File: src/rtl/rolling_sequencer.sv
// Rolling four-digit display sequencer: synchronises switches and the step
// key, permutes four 4-bit digits once per step event, and drives four
// active-low seven-segment displays plus a step counter.
module rolling_sequencer #(
  parameter int          TICK_DIV    = 50000000,
  parameter int          SYNC_STAGES = 2,
  parameter logic [15:0] INIT_DIGITS = 16'h3210
) (
  input  logic       CLOCK_50,
  input  logic       RESET_N,
  input  logic [3:0] SW,
  input  logic       KEY_STEP_N,
  output logic [6:0] HEX0,
  output logic [6:0] HEX1,
  output logic [6:0] HEX2,
  output logic [6:0] HEX3,
  output logic [7:0] STEP_CNT,
  output logic [1:0] STATE_OUT
);

  localparam int            PW        = $clog2(TICK_DIV);
  localparam logic [PW-1:0] TICK_LAST = PW'(TICK_DIV - 1);

  typedef enum logic [1:0] {
    ST_IDLE  = 2'd0,
    ST_RUN   = 2'd1,
    ST_APPLY = 2'd2
  } state_t;

  typedef enum logic [1:0] {
    MODE_HOLD     = 2'd0,
    MODE_REV      = 2'd1,
    MODE_SWAP02   = 2'd2,
    MODE_PAIRSWAP = 2'd3
  } mode_t;

  logic [SYNC_STAGES-1:0][3:0] sw_sync_q, sw_sync_d;
  logic [SYNC_STAGES-1:0]      key_sync_q, key_sync_d;
  logic                        key_prev_q, key_prev_d;
  state_t                      state_q, state_d;
  mode_t                       mode_q, mode_d;
  logic [PW-1:0]               presc_q, presc_d;
  logic [15:0]                 digits_q, digits_d;
  logic [7:0]                  cnt_q, cnt_d;

  logic [3:0] sw_s;
  logic       run_en;
  logic       step_evt;
  logic       tick;
  mode_t      mode_req;

  // SW[0] beats SW[1] beats SW[2]; nothing set means the digits stay put.
  function automatic mode_t decode_mode(input logic [2:0] s);
    if (s[0])      return MODE_REV;
    else if (s[1]) return MODE_SWAP02;
    else if (s[2]) return MODE_PAIRSWAP;
    else           return MODE_HOLD;
  endfunction

  // Digit word is {d3,d2,d1,d0}.
  function automatic logic [15:0] permute(input logic [15:0] d, input mode_t m);
    case (m)
      MODE_REV:      return {d[3:0], d[7:4], d[11:8], d[15:12]};
      MODE_SWAP02:   return {d[15:12], d[3:0], d[7:4], d[11:8]};
      MODE_PAIRSWAP: return {d[11:8], d[15:12], d[3:0], d[7:4]};
      default:       return d;
    endcase
  endfunction

  // Active-low segments, bit order {g,f,e,d,c,b,a}.
  function automatic logic [6:0] hex7(input logic [3:0] v);
    case (v)
      4'h0: return 7'h40;
      4'h1: return 7'h79;
      4'h2: return 7'h24;
      4'h3: return 7'h30;
      4'h4: return 7'h19;
      4'h5: return 7'h12;
      4'h6: return 7'h02;
      4'h7: return 7'h78;
      4'h8: return 7'h00;
      4'h9: return 7'h10;
      4'hA: return 7'h08;
      4'hB: return 7'h03;
      4'hC: return 7'h46;
      4'hD: return 7'h21;
      4'hE: return 7'h06;
      default: return 7'h0E;
    endcase
  endfunction

  // Shift the raw inputs through the synchroniser chains and keep the last
  // synchronised key level for falling-edge detection.
  always_comb begin
    sw_sync_d  = {sw_sync_q[SYNC_STAGES-2:0], SW};
    key_sync_d = {key_sync_q[SYNC_STAGES-2:0], KEY_STEP_N};
    key_prev_d = key_sync_q[SYNC_STAGES-1];
  end

  assign sw_s     = sw_sync_q[SYNC_STAGES-1];
  assign run_en   = sw_s[3];
  assign mode_req = decode_mode(sw_s[2:0]);
  assign step_evt = key_prev_q & ~key_sync_q[SYNC_STAGES-1];
  assign tick     = (state_q == ST_RUN) && (presc_q == TICK_LAST);

  // Next-state logic: prescaler only advances in RUN, freezes in APPLY, and
  // sits at zero in IDLE so each entry into RUN starts a full period.
  always_comb begin
    state_d  = state_q;
    mode_d   = mode_q;
    presc_d  = presc_q;
    digits_d = digits_q;
    cnt_d    = cnt_q;
    case (state_q)
      ST_IDLE: begin
        presc_d = '0;
        if (run_en) begin
          state_d = ST_RUN;
        end else if (step_evt) begin
          state_d = ST_APPLY;
          mode_d  = mode_req;
        end
      end
      ST_RUN: begin
        if (!run_en) begin
          state_d = ST_IDLE;
          presc_d = '0;
        end else if (tick) begin
          state_d = ST_APPLY;
          mode_d  = mode_req;
          presc_d = '0;
        end else begin
          presc_d = presc_q + PW'(1);
        end
      end
      ST_APPLY: begin
        digits_d = permute(digits_q, mode_q);
        if (mode_q != MODE_HOLD) cnt_d = cnt_q + 8'd1;
        state_d = run_en ? ST_RUN : ST_IDLE;
      end
      default: begin
        state_d = ST_IDLE;
        presc_d = '0;
      end
    endcase
  end

  // All state registers; reset restores the initial digits immediately.
  always_ff @(posedge CLOCK_50 or negedge RESET_N) begin
    if (!RESET_N) begin
      sw_sync_q  <= '0;
      key_sync_q <= '1;
      key_prev_q <= 1'b1;
      state_q    <= ST_IDLE;
      mode_q     <= MODE_HOLD;
      presc_q    <= '0;
      digits_q   <= INIT_DIGITS;
      cnt_q      <= '0;
    end else begin
      sw_sync_q  <= sw_sync_d;
      key_sync_q <= key_sync_d;
      key_prev_q <= key_prev_d;
      state_q    <= state_d;
      mode_q     <= mode_d;
      presc_q    <= presc_d;
      digits_q   <= digits_d;
      cnt_q      <= cnt_d;
    end
  end

  assign STATE_OUT = state_q;
  assign STEP_CNT  = cnt_q;
  assign HEX0      = hex7(digits_q[3:0]);
  assign HEX1      = hex7(digits_q[7:4]);
  assign HEX2      = hex7(digits_q[11:8]);
  assign HEX3      = hex7(digits_q[15:12]);

endmodule

File: config.mk
export PLATFORM = sky130hd
export DESIGN_NAME = rolling_sequencer
export DESIGN_NICKNAME = d
export VERILOG_FILES = /design/src/rtl/rolling_sequencer.sv
export SDC_FILE = /design/constraint.sdc
export NUM_CORES = 1
export LEC_CHECK = 0
export CORE_ASPECT_RATIO = 0.6
export CORE_MARGIN = 2
export CORE_UTILIZATION = 25
export DETAILED_ROUTE_END_ITERATION = 10
export PLACE_DENSITY_LB_ADDON = 0.15
export SLEW_MARGIN = 20
export SYNTH_ARGS = -nofsm -noshare
export SYNTH_HDL_FRONTEND = slang
export SYNTH_SLANG_ARGS = --single-unit
File: constraint.sdc
create_clock -name CLOCK_50 -period 5.35 [get_ports CLOCK_50]
set_clock_uncertainty 0.05 [all_clocks]
set_input_delay 1.07 -clock CLOCK_50 [delete_from_list [all_inputs] [get_ports CLOCK_50]]
set_output_delay 1.07 -clock CLOCK_50 [all_outputs]
set_load 0.03 [all_outputs]
# Word-level counts from Yosys, hierarchy flattened

Memories as Yosys holds them, arrays and structs flattened.
Index checks and enable logic that the tools add are counted.

Register bits: 65
Latch bits: 0
RAM bits: 0
Bits in read-only memories: 448
Input port bits: 7
Output and inout bits: 38
Logic and storage cells: 60
Memories kept: 4

Add/subtract/negate cells: 2
Multiply operators: 0
Div/mod/pow operators: 0
Magnitude comparators: 0
Equality and inequality tests: 12
Shift operators: 0
Mux-type cells: 18
Bitwise gates (word level): 3
Reductions and logical operators: 11

Memory list:

| name             | words | width | rd ports | clocked after memory_dff | wr ports | line | source |
|---|---|---|---|---|---|---|---|
| (name not given) | 16    | 7     | 1        | 0                        | 0        | 72   | `case (v)` |
| (name not given) | 16    | 7     | 1        | 0                        | 0        | 72   |  |
| (name not given) | 16    | 7     | 1        | 0                        | 0        | 72   |  |
| (name not given) | 16    | 7     | 1        | 0                        | 0        | 72   |  |

Operator list:

| operator                                            | count |
|---|---|
| two-way mux 26 bit                                  | 2 |
| one-hot mux 26 bit (2 select lines)                 | 1 |
| one-hot mux 16 bit (3 select lines)                 | 1 |
| adder 26 x 1 -> 26 bit, second input constant       | 1 |
| equality test 26 bit, second input constant         | 1 |
| two-way mux 2 bit                                   | 11 |
| adder 8 x 1 -> 8 bit, second input constant         | 1 |
| inequality test 2 bit, second input constant        | 4 |
| equality test 2 bit, second input constant          | 3 |
| inequality test 3 bit, second input constant        | 2 |
| one-hot mux 2 bit (3 select lines)                  | 1 |
| AND reduction 2 bit                                 | 3 |
| nonzero test 2 bit                                  | 3 |
| AND reduction 5 bit                                 | 1 |
| equality test 2 x 1 -> 1 bit, second input constant | 2 |
| one-hot mux 2 bit (2 select lines)                  | 1 |
| AND reduction 3 bit                                 | 1 |
| nonzero test 3 bit                                  | 1 |
| zero test 2 bit                                     | 1 |
| inverter 1 bit                                      | 2 |
| AND 1 bit                                           | 1 |
| logical AND 1 bit                                   | 1 |
| two-way mux 1 bit                                   | 1 |

# Logic depth before layout (Yosys ltp)

Word-level depth: 6
Depth in mapped cells: 7
Gate-level depth less buffers: 6

# Least setup slack after synthesis

No wires, ideal clock.

Path type: register to output
Start point: reg digits_q[9]
End point: out HEX2[3]
Arrival: 1.745 ns
Required time: 4.230 ns
Setup slack: 2.485 ns
Stages on the path, launching flop included: 6
Cells stage by stage: dfstp_2 > inv_1 > ha_1 > nand2_1 > o21ai_0 > o21ai_0

Cells in the longest elaborated chain, start to end: 1

Ends and longest elaborated chain:

| element                  | line | source |
|---|---|---|
| start, declared          | 43   | `logic [15:0] digits_q, digits_d;` |
| start signal, assigned   | 166  | `digits_q <= digits_d;` |
| memory read (16 x 7 bit) | n/a  |  |
| end, declared            | 15   | `output logic [6:0] HEX2,` |

No other way between the ends.

# Worst setup path in the final report

Start point: reg digits_q[5]
End point: out HEX1[0]

Cells in the longest elaborated chain, start to end: 1

Ends and longest elaborated chain:

| element                  | line | source |
|---|---|---|
| memory read (16 x 7 bit) | n/a  |  |
| end, declared            | 14   | `output logic [6:0] HEX1,` |

No other way between the ends.

==> impl_metrics.ini <==
[route]
routed_via_density = 4.64
routed_wl_um = 9370
antenna_left = 0
drc = 0
route.vias.total = 3143
wl_per_cell_um = 13.8
firstDrtPassIters = 4
dr.first_iter.drc_count = 184

[global_route]
grt_use_total = 0.116
grt_overflow = 0
grt_pass1_vias = 2954
grt_start_max_net_pins = 35
top_usage_layer = met1
grt_use_met2 = 0.146
grtUsageMet1 = 0.184
antenna_found_initial = 0
met3_usage = 0.0325
grt_pass1_wl_um = 15600

[pwr]
p_leak_uw = 0.00201
power.internal_uw = 1510
clock_power_share = 0.200
p_seq_frac = 0.301
max-vdd-ir-drop_mv = 0.427
p_sw_frac = 0.437
power_frac_comb = 0.499
powerDensity_nw_per_um2 = 547
switching_power_uw = 1180

[synth]
syn_nets = 470
synth-main-ff-cell = dfrtp_1
synth_cell_type_count = 46
synth_seq_cells = 65
ys_warn_count = 0
synth_top_area_cell = dfrtp_1
syn_area_um2 = 4030
synthArstFlopShare = 1.00
synth_edf_count = 0
synth_seq_area_share = 0.406
syn_avg_cell_area_um2 = 9.22
synthTopCellsByArea = dfrtp_1, ha_1, mux2i_1
synth_top_area_frac = 0.360
postSynthCellCount = 437

[place]
hpwlAfterDp_um = 6920
io_buffers = 44
gp_congestion = 0.766
placed_cells = 661

[hold_path]
hp-class = flop to flop
hold_depth = 0

[clock_network]
path_clk_slew_ns = 0.05
cts_resized = 0
numCtsBuffers = 9
insertion_delay_ns = 0.33
cts_buffer_depth = 2
hold_buffers = 0
root_buffer = clkbuf_16
cts_tree = built
clkSinkCount = 65
htree_levels = 3
post_cts_buffers = 0

[sta]
hold_viol_final = 0
period_share = 0.683
fin_crit_ns = 3.65
worst_pin_slew_ns = 1.05
finalSetupViolations = 0
relSlewSlack = 0.289
timing.fmax_mhz = 274
finalMaxSlewViolations = 0
rsz0062_at_grt = no
fin_tns_setup_ns = 0

[layout]
final_common_cell = nor2_1
fillers = 1585
antennaDiodeCount = 0
mostFrequentLayoutCells = nor2_1, dfrtp_1, clkdlybuf4s50_1
area_delta_synth_final_pct = 22.1
drive_above_1_share = 0.0928
layout.nets = 502
final_cells = 677

[critical_path]
critPathKind = flop to output pin
rr_worst_depth = 5
start_kind = flop
endpoint_kind = output pin
cp_max_fo = 8
cp.required_ns = 4.23
cp.arrival_ns = 2.53

[floorplanning]
die_h_um = 102
die_w_um = 168
start_util = 0.259
core-area_um2 = 15500
die-area_um2 = 17200
rows = 35
pin_count = 45

[flow_run]
maxCapViolations = 0

[outcome]
status = completed
-- sequential cells by signal, summed over array words and instances (netlist names) --
register and count:
presc_q 26, digits_q 16, STEP_CNT 8, sw_s 4
sw_sync_d 4, STATE_OUT 2, key_sync_q 2, mode_q 2
key_prev_q 1
-- cells by family after synthesis --
logic type / share of synthesized area
buf+inv: 0.0400
compound gates: 0.106
flops: 0.406
xor+xnor: 0.0587
mux: 0.0984
fa+ha+maj: 0.0807
simple gates: 0.210
-- power by group through the flow --
stage                     logic [uW]  clock network (uW)  registers (uW)
after detailed placement        1350                   0             818
after global routing            1460                 587             842
after global placement          1360                   0             812
final                           1340                 539             809
after CTS                       1360                 562             809
after floorplan                  986                   0             675
-- stage by stage --
step / power, uW / util / instance area (um2) / hold slack (ns) / worst slack [ns]
finish: 2690 / 0.316 / 4920 / 0.299 / 1.70
global route: 2890 / 0.316 / 4920 / 0.303 / 1.54
CTS: 2730 / 0.316 / 4920 / 0.300 / 1.67
floorplan: 1660 / - / 4030 / 0.281 / 2.48
detailed placement: 2170 / 0.299 / 4640 / 0.289 / 2.04
global placement: 2170 / 0.299 / 4640 / 0.288 / 2.08
-- cell usage after synthesis, types with 3 or more instances --
master	instances
inv_1	14
a32o_1	3
o22ai_1	10
mux2_2	6
xor2_1	19
nand2b_1	4
nand2_1	42
nor3_1	5
dfstp_2	7
mux4_2	3
a22o_1	3
xnor2_1	8
dfrtp_1	58
buf_2	3
or3b_2	3
nand4_1	13
o21ai_0	31
nor2_1	61
ha_1	26
nand3_1	10
mux2i_1	25
nor2b_1	5
clkbuf_1	22
a21oi_1	22
and3_1	9
-- cell type report --
type | count | area (um2) | share of cell area
Timing Repair Buffer | 47 | 458 | 0.0931
Sequential cell | 65 | 1640 | 0.332
Inverter | 15 | 56.3 | 0.0114
Clock inverter | 2 | 12.5 | 0.00254
Tap cell | 203 | 254 | 0.0516
Clock buffer | 14 | 264 | 0.0537
Multi-Input combinational cell | 331 | 2240 | 0.455
-- routing by layer --
metal	vias to the layer above	wire, um
li1	1588	-
met1	1482	5450
met2	63	3330
met3	10	485
met4	0	100
met5	-	0
-- final timing paths --
kind / start / to / slack, ns
max in group asynchronous: RESET_N / digits_q[13]$_DFFE_PN1P_ / 3.57
setup / recovery: digits_q[5]$_DFFE_PN0P_ / HEX1[0] / 1.70
hold reg to reg: sw_sync_d[4]$_DFF_PN0_ / sw_s[0]$_DFF_PN0_ / 0.30
hold / removal: sw_sync_d[4]$_DFF_PN0_ / sw_s[0]$_DFF_PN0_ / 0.30
min in group asynchronous: RESET_N / presc_q[14]$_DFFE_PN0N_ / 0.73
setup reg to reg: presc_q[11]$_DFFE_PN0N_ / presc_q[7]$_DFFE_PN0N_ / 2.63
-- worst max-delay path, stage by stage (launching register included) --
cell	delay, ns
dfrtp_1	0.47
inv_1	0.16
ha_1	0.26
nor2b_1	0.08
or3b_2	0.46
o21ai_0	0.08
clkdlybuf4s50_1	0.69
(Power assumes the default switching activity.)
